[config.mk]
export PLATFORM = sky130hd
export DESIGN_NAME = z_stack_flat
export DESIGN_NICKNAME = d
export VERILOG_FILES = /design/src/rtl/z_stack_if.sv /design/src/rtl/z_stack.sv /design/src/flat_wrapper.sv
export SDC_FILE = /design/constraint.sdc
export NUM_CORES = 1
export LEC_CHECK = 0
export ABC_CLOCK_PERIOD_IN_PS = 8500
export BUFFER_PORTS_ARGS = -buffer_cell sky130_fd_sc_hd__clkbuf_2
export CAP_MARGIN = 20
export CORE_MARGIN = 3
export CORE_UTILIZATION = 62
export CTS_CLUSTER_SIZE = 30
export DETAILED_ROUTE_END_ITERATION = 7
export HOLD_SLACK_MARGIN = 0.15
export PLACE_DENSITY_LB_ADDON = 0.05
export REMOVE_ABC_BUFFERS = 1
export SLEW_MARGIN = 10
export SYNTH_ARGS = -nofsm -noshare
export SYNTH_HDL_FRONTEND = slang
export SYNTH_SLANG_ARGS = --single-unit
[constraint.sdc]
create_clock -name clk -period 8.5 [get_ports clk]
set_input_delay 1.7 -clock clk [delete_from_list [all_inputs] [get_ports clk]]
set_output_delay 1.7 -clock clk [all_outputs]
set_load 0.02 [all_outputs]
[src/rtl/z_stack_if.sv]
// Push/pop handshake bundle for z_stack. The forward-pass writer and error_fetcher reader
// connect through the master modport; the stack itself uses the slave modport.
interface z_stack_if #(
  parameter int unsigned NEURON_NUM          = 4,
  parameter int unsigned NEURON_OUTPUT_WIDTH = 10,
  parameter int unsigned LAYER_ADDR_WIDTH    = 2
);
  localparam int unsigned ZW = NEURON_NUM * NEURON_OUTPUT_WIDTH;

  logic [ZW-1:0]               z_in;
  logic                        z_in_valid;
  logic                        z_in_ready;
  logic [ZW-1:0]               z_out;
  logic                        z_out_valid;
  logic                        z_out_ready;
  logic [LAYER_ADDR_WIDTH-1:0] layer_out;

  modport master (
    output z_in, z_in_valid, z_out_ready,
    input  z_in_ready, z_out, z_out_valid, layer_out
  );

  modport slave (
    input  z_in, z_in_valid, z_out_ready,
    output z_in_ready, z_out, z_out_valid, layer_out
  );
endinterface

[src/rtl/z_stack.sv]
// LIFO of z vectors: fills with one vector per layer, then drains them in reverse layer order.
// Optional macro Z_STACK_ERROR_EN adds a sticky error output for pushes attempted while draining.
module z_stack #(
  parameter int unsigned NEURON_NUM          = 4,
  parameter int unsigned NEURON_OUTPUT_WIDTH = 10,
  parameter int unsigned LAYER_ADDR_WIDTH    = 2,
  parameter int unsigned LAYER_MAX           = 3
) (
  input  logic                      clk,
  input  logic                      rst,
  input  logic                      flush,
  z_stack_if.slave                  zs,
  output logic [LAYER_ADDR_WIDTH:0] count
`ifdef Z_STACK_ERROR_EN
  ,
  output logic                      error
`endif
);
  localparam int unsigned ZW = NEURON_NUM * NEURON_OUTPUT_WIDTH;
  localparam int unsigned CW = LAYER_ADDR_WIDTH + 1;
  localparam logic [CW-1:0] CntLast = CW'(LAYER_MAX - 1);
  localparam logic [CW-1:0] CntOne  = CW'(1);
  localparam logic [LAYER_ADDR_WIDTH-1:0] LayerTop = LAYER_ADDR_WIDTH'(LAYER_MAX - 1);

  typedef enum logic {StFill, StDrain} state_e;

  state_e                      state_q;
  logic [CW-1:0]               count_q;
  logic                        in_ready_q;
  logic                        out_valid_q;
  logic [ZW-1:0]               z_out_q;
  logic [LAYER_ADDR_WIDTH-1:0] layer_q;
  logic [ZW-1:0]               mem [LAYER_MAX];

  logic push;
  logic pop;

  assign push = zs.z_in_valid & in_ready_q;
  assign pop  = zs.z_out_ready & out_valid_q;

  // Storage needs no reset; entries are only ever read below count.
  always_ff @(posedge clk) begin
    if (push && !flush) begin
      mem[count_q[LAYER_ADDR_WIDTH-1:0]] <= zs.z_in;
    end
  end

  always_ff @(posedge clk or negedge rst) begin
    if (!rst) begin
      state_q     <= StFill;
      count_q     <= '0;
      in_ready_q  <= 1'b1;
      out_valid_q <= 1'b0;
      z_out_q     <= '0;
      layer_q     <= '0;
    end else if (flush) begin
      state_q     <= StFill;
      count_q     <= '0;
      in_ready_q  <= 1'b1;
      out_valid_q <= 1'b0;
      z_out_q     <= '0;
      layer_q     <= '0;
    end else begin
      unique case (state_q)
        StFill: begin
          if (push) begin
            count_q <= count_q + CntOne;
            // Last push: mem write lands this edge, so present the incoming vector directly.
            if (count_q == CntLast) begin
              state_q     <= StDrain;
              in_ready_q  <= 1'b0;
              out_valid_q <= 1'b1;
              z_out_q     <= zs.z_in;
              layer_q     <= LayerTop;
            end
          end
        end
        StDrain: begin
          if (pop) begin
            count_q <= count_q - CntOne;
            if (count_q == CntOne) begin
              state_q     <= StFill;
              in_ready_q  <= 1'b1;
              out_valid_q <= 1'b0;
              z_out_q     <= '0;
              layer_q     <= '0;
            end else begin
              z_out_q <= mem[layer_q - 1'b1];
              layer_q <= layer_q - 1'b1;
            end
          end
        end
        default: state_q <= StFill;
      endcase
    end
  end

`ifdef Z_STACK_ERROR_EN
  logic error_q;

  always_ff @(posedge clk or negedge rst) begin
    if (!rst) begin
      error_q <= 1'b0;
    end else if (flush) begin
      error_q <= 1'b0;
    end else if (state_q == StDrain && zs.z_in_valid) begin
      error_q <= 1'b1;
    end
  end

  assign error = error_q;
`endif

  assign zs.z_in_ready  = in_ready_q;
  assign zs.z_out_valid = out_valid_q;
  assign zs.z_out       = z_out_q;
  assign zs.layer_out   = layer_q;
  assign count          = count_q;
endmodule

[src/flat_wrapper.sv]
// flat-port wrapper written by rule: the top's interface ports become plain ports
module z_stack_flat 
#(
  parameter int unsigned NEURON_NUM          = 4,
  parameter int unsigned NEURON_OUTPUT_WIDTH = 10,
  parameter int unsigned LAYER_ADDR_WIDTH    = 2,
  parameter int unsigned LAYER_MAX           = 3
)
  (clk, rst, flush, count, zs_z_in, zs_z_in_valid, zs_z_out_ready, zs_z_in_ready, zs_z_out, zs_z_out_valid, zs_layer_out);
  z_stack_if #(.NEURON_NUM(NEURON_NUM), .NEURON_OUTPUT_WIDTH(NEURON_OUTPUT_WIDTH), .LAYER_ADDR_WIDTH(LAYER_ADDR_WIDTH)) zs_i ();
  input  logic clk;
  input  logic rst;
  input  logic flush;
  output logic [LAYER_ADDR_WIDTH:0] count;
  input wire logic [$bits(zs_i.z_in)-1:0] zs_z_in;
  input wire logic [$bits(zs_i.z_in_valid)-1:0] zs_z_in_valid;
  input wire logic [$bits(zs_i.z_out_ready)-1:0] zs_z_out_ready;
  output wire logic [$bits(zs_i.z_in_ready)-1:0] zs_z_in_ready;
  output wire logic [$bits(zs_i.z_out)-1:0] zs_z_out;
  output wire logic [$bits(zs_i.z_out_valid)-1:0] zs_z_out_valid;
  output wire logic [$bits(zs_i.layer_out)-1:0] zs_layer_out;
  assign zs_i.z_in = zs_z_in;
  assign zs_i.z_in_valid = zs_z_in_valid;
  assign zs_i.z_out_ready = zs_z_out_ready;
  assign zs_z_in_ready = zs_i.z_in_ready;
  assign zs_z_out = zs_i.z_out;
  assign zs_z_out_valid = zs_i.z_out_valid;
  assign zs_layer_out = zs_i.layer_out;
  z_stack #(.NEURON_NUM(NEURON_NUM), .NEURON_OUTPUT_WIDTH(NEURON_OUTPUT_WIDTH), .LAYER_ADDR_WIDTH(LAYER_ADDR_WIDTH), .LAYER_MAX(LAYER_MAX)) u_core (.clk(clk), .rst(rst), .flush(flush), .zs(zs_i), .count(count));
endmodule
==> impl_metrics.xml <==
<?xml version="1.0" encoding="UTF-8"?>
<metrics>
  <group name="run_status">
    <metric name="status" unit="">completed</metric>
  </group>
  <group name="clocking">
    <metric name="ctsHtreeMaxLevel" unit="">4</metric>
    <metric name="cts_root_buffer" unit="">sky130_fd_sc_hd__clkbuf_16</metric>
    <metric name="cts_made_buffers" unit="">17</metric>
    <metric name="cts_tree" unit="">yes</metric>
    <metric name="clk_path_buf_depth" unit="">2</metric>
    <metric name="cts_setup_buffers" unit="">0</metric>
    <metric name="tritoncts_num_sinks" unit="">168</metric>
    <metric name="cts.reportedPaths.clkPinSlew" unit="ns">0.06</metric>
    <metric name="insertion_delay" unit="ns">0.42</metric>
    <metric name="hold_fix_buffers_at_cts" unit="">0</metric>
    <metric name="cts_resized" unit="">0</metric>
  </group>
  <group name="route">
    <metric name="drc" unit="">0</metric>
    <metric name="vias_per_cell" unit="">5.98</metric>
    <metric name="route.antenna.remaining_nets" unit="">0</metric>
    <metric name="detail_route.iter0.violations" unit="">367</metric>
    <metric name="drtPass1Iterations" unit="">5</metric>
    <metric name="via_count" unit="">4590</metric>
    <metric name="routedWlPerCell" unit="um">19.7</metric>
    <metric name="postRouteWirelength" unit="um">15100</metric>
  </group>
  <group name="cells_and_area">
    <metric name="filler_cell_count" unit="">701</metric>
    <metric name="final_core_utilization" unit="">0.744</metric>
    <metric name="fin_cells" unit="">768</metric>
    <metric name="multi_input_comb_area" unit="mm^2">0.00210</metric>
    <metric name="mostFrequentLayoutCell" unit="">sky130_fd_sc_hd__nand2_1</metric>
    <metric name="areaGrowthSynthToFinish" unit="%">15.2</metric>
    <metric name="antenna_cells" unit="">0</metric>
    <metric name="layout-drive-gt1-share" unit="">0.221</metric>
    <metric name="fin_nets" unit="">664</metric>
    <metric name="ff_latch_area" unit="mm^2">0.00481</metric>
    <metric name="mostFrequentLayoutCells" unit="">sky130_fd_sc_hd__nand2_1, sky130_fd_sc_hd__edfxtp_1, sky130_fd_sc_hd__clkbuf_2, sky130_fd_sc_hd__mux2i_1, sky130_fd_sc_hd__dfrtp_1</metric>
  </group>
  <group name="global_route">
    <metric name="pin_count_of_the_biggest_net_entering_global_routing" unit="">55</metric>
    <metric name="total_track_usage" unit="">0.249</metric>
    <metric name="antenna_found_initial" unit="">0</metric>
    <metric name="global_route.overflow_total" unit="">0</metric>
    <metric name="grt_first_pass_wirelength" unit="um">24400</metric>
    <metric name="first_global_vias" unit="">4741</metric>
  </group>
  <group name="synthesis">
    <metric name="synthesis.area_per_instance" unit="um^2">13.3</metric>
    <metric name="synth.largest_area_cell" unit="">sky130_fd_sc_hd__edfxtp_1</metric>
    <metric name="yosysTopAreaCellShare" unit="">0.506</metric>
    <metric name="synth.cell_area" unit="mm^2">0.00712</metric>
    <metric name="syn-instance-count" unit="">534</metric>
    <metric name="yosys-top-cells-area" unit="">sky130_fd_sc_hd__edfxtp_1, sky130_fd_sc_hd__dfrtp_1, sky130_fd_sc_hd__mux2i_1</metric>
    <metric name="seq_total_area_yosys" unit="">0.675</metric>
    <metric name="synth_warnings" unit="">0</metric>
    <metric name="synth.lib_cells_used.distinct" unit="">27</metric>
    <metric name="synth.ff_latch_count" unit="">168</metric>
  </group>
  <group name="place">
    <metric name="gp_congestion" unit="">0.774</metric>
    <metric name="hpwlAfterDp" unit="um">8810</metric>
    <metric name="detailedPlace.worstSlack" unit="ns">4.58</metric>
    <metric name="number_of_buffers_inserted_by_port_buffering" unit="">91</metric>
    <metric name="numPlacedInstances" unit="">736</metric>
  </group>
  <group name="setup_path">
    <metric name="regToRegEndpoint" unit="">u_core.zs.z_out[23]</metric>
    <metric name="crit_path_start_kind" unit="">input pin</metric>
    <metric name="crit_path_end_kind" unit="">register</metric>
    <metric name="timing.critical_path.arrival" unit="ns">3.79</metric>
    <metric name="timing_worst_setup_path_type" unit="">input pin to register</metric>
    <metric name="r2r_slack" unit="ns">5.98</metric>
    <metric name="path_cells" unit="">clkbuf_2, a31oi_2, o31a_2, or2_4, o21ai_1</metric>
    <metric name="worstPathMaxFanout" unit="">45</metric>
    <metric name="worstPathBufferInverterCount" unit="">1</metric>
    <metric name="timing.rr.start" unit="">u_core.state_q</metric>
    <metric name="reg2regPathDepth" unit="">4</metric>
    <metric name="critical-path-top-delay-family" unit="">compound AO/OA/AOI/OAI gates</metric>
    <metric name="cp_slowest_cell" unit="">sky130_fd_sc_hd__o31a_2</metric>
    <metric name="timing.critical_path.required" unit="ns">8.78</metric>
    <metric name="critPathMaxStageDelay" unit="ns">0.84</metric>
  </group>
  <group name="sta">
    <metric name="finalSetupTns" unit="ns">0</metric>
    <metric name="rsz_0062_raised_after_global_routing" unit="">false</metric>
    <metric name="worstMarginPinSlew" unit="ns">0.944</metric>
    <metric name="setup_ws" unit="ns">4.99</metric>
    <metric name="final_count_of_pins_violating_max_slew" unit="">0</metric>
    <metric name="setup_viol" unit="">0</metric>
    <metric name="clk_skew" unit="ns">0.00687</metric>
    <metric name="final.period_utilization" unit="">0.413</metric>
    <metric name="max_freq" unit="MHz">285</metric>
    <metric name="timing.final.crit_period" unit="ns">3.51</metric>
    <metric name="timing_hold_violations_final" unit="">0</metric>
    <metric name="max-slew-margin-rel" unit="">0.371</metric>
  </group>
  <group name="die">
    <metric name="std_cell_rows" unit="">38</metric>
    <metric name="die_area" unit="mm^2">0.0128</metric>
    <metric name="height_of_the_chip" unit="um">113</metric>
    <metric name="design.portCount" unit="">92</metric>
    <metric name="core_area" unit="mm^2">0.0110</metric>
    <metric name="die-width" unit="um">113</metric>
    <metric name="initial_core_util" unit="">0.645</metric>
  </group>
  <group name="min_path">
    <metric name="hold_path.startpoint" unit="">u_core.zs.z_out[15]</metric>
    <metric name="hold_end" unit="">u_core.zs.z_out[15]</metric>
    <metric name="holdCritPathClass" unit="">register to register</metric>
    <metric name="worst_hold_path.num_cells" unit="">2</metric>
  </group>
  <group name="run">
    <metric name="max_capacitance_violation_count" unit="">0</metric>
  </group>
  <group name="power_and_ir_drop">
    <metric name="cellPowerDensity" unit="mW/mm^2">289</metric>
    <metric name="ir_drop" unit="mV">0.235</metric>
    <metric name="power_leakage" unit="nW">3.34</metric>
  </group>
</metrics>
[state kept, by name, indices dropped and copies added, names as in the netlist]
name	count
u_core.mem	120
u_core.zs.z_out	40
u_core.count	3
u_core.zs.layer_out	2
u_core.state_q	1
u_core.zs.z_in_ready	1
u_core.zs.z_out_valid	1
[logic make-up (layout without fill, tap and decap cells)]
| family | Yosys count | count (layout) | synth area share |
|---|---|---|---|
| flops | 168 | 168 | 0.675 |
| simple gates | 141 | 141 | 0.0800 |
| compound gates | 94 | 94 | 0.0902 |
| mux | 81 | 81 | 0.114 |
| buf+inv | 44 | 138 | 0.0315 |
| fa+ha+maj | 4 | 4 | 0.00703 |
| xor+xnor | 2 | 2 | 0.00246 |
[tightest hold or removal path, delay by kind of cell (launching register included)]
family / cells / cell delay [ns]
DFF: 1 / 0.34
AOI/OAI and AO/OA: 1 / 0.06
and+or+nand+nor: 1 / 0.05
[final cells by class]
type                            count  share of cell area
Clock buffer                       19              0.0540
Tap cell                          140              0.0214
Inverter                            6             0.00275
Clock inverter                     13              0.0159
Sequential cell                   168               0.586
Multi-Input combinational cell    322               0.256
Timing Repair Buffer              100              0.0637
[metrics by stage]
step	power, mW	hold slack [ns]	instance area (um^2)
2_1_floorplan	1.48	0.573	6920
3_3_place_gp	1.63	0.482	7630
3_5_place_dp	1.65	0.480	7630
4_1_cts	2.39	0.494	8200
5_1_grt	2.49	0.527	8200
6_report	2.37	0.489	8200
[Yosys cell counts]
| master | n |
|---|---|
| sky130_fd_sc_hd__or3_1 | 1 |
| sky130_fd_sc_hd__nand2b_1 | 2 |
| sky130_fd_sc_hd__clkbuf_1 | 21 |
| sky130_fd_sc_hd__o21ai_0 | 5 |
| sky130_fd_sc_hd__o21ai_1 | 40 |
| sky130_fd_sc_hd__dfrtp_1 | 47 |
| sky130_fd_sc_hd__nand3b_4 | 1 |
| sky130_fd_sc_hd__buf_6 | 6 |
| sky130_fd_sc_hd__o31a_1 | 1 |
| sky130_fd_sc_hd__buf_2 | 11 |
| sky130_fd_sc_hd__nor2_1 | 5 |
| sky130_fd_sc_hd__a31oi_2 | 1 |
| sky130_fd_sc_hd__and2_1 | 3 |
| sky130_fd_sc_hd__xnor2_1 | 2 |
| sky130_fd_sc_hd__o31ai_1 | 1 |
| sky130_fd_sc_hd__o22a_1 | 2 |
| sky130_fd_sc_hd__ha_1 | 4 |
| sky130_fd_sc_hd__edfxtp_1 | 120 |
| sky130_fd_sc_hd__dfstp_2 | 1 |
| sky130_fd_sc_hd__mux2i_1 | 81 |
| sky130_fd_sc_hd__nor3_1 | 1 |
| sky130_fd_sc_hd__a32oi_1 | 40 |
| sky130_fd_sc_hd__inv_1 | 6 |
| sky130_fd_sc_hd__nand2_1 | 126 |
| sky130_fd_sc_hd__or2_4 | 1 |
| sky130_fd_sc_hd__a21oi_1 | 4 |
| sky130_fd_sc_hd__nor2b_1 | 1 |
[metal layers]
layer,global-route usage,vias up,wire (um)
li1,-,2132,-
met1,0.320,2267,6190
met2,0.421,174,7720
met3,0.0540,17,1020
met4,0.0873,0,207
met5,0,-,0
[power by group]
group	internal [mW]	total, mW	switching (mW)	leakage (nW)
logic	0.201	0.563	0.363	1.35
registers	0.996	1.07	0.0772	1.71
clock network	0.437	0.736	0.299	0.283
total	1.63	2.37	0.739	3.34
[how the worst max path moves through the flow]
stage	start	to	slack [ns]	cells after the start
floorplan	zs_z_in_valid	u_core.mem[2][0]	3.51	2
global placement	flush	u_core.zs.z_out[6]	4.69	5
detailed placement	flush	u_core.zs.z_out[23]	4.58	5
CTS	flush	u_core.zs.z_out[23]	5.00	5
global route	flush	u_core.zs.z_out[23]	4.81	5
finish	flush	u_core.zs.z_out[23]	4.99	5
Note: power is estimated with default switching activity, not from simulation.
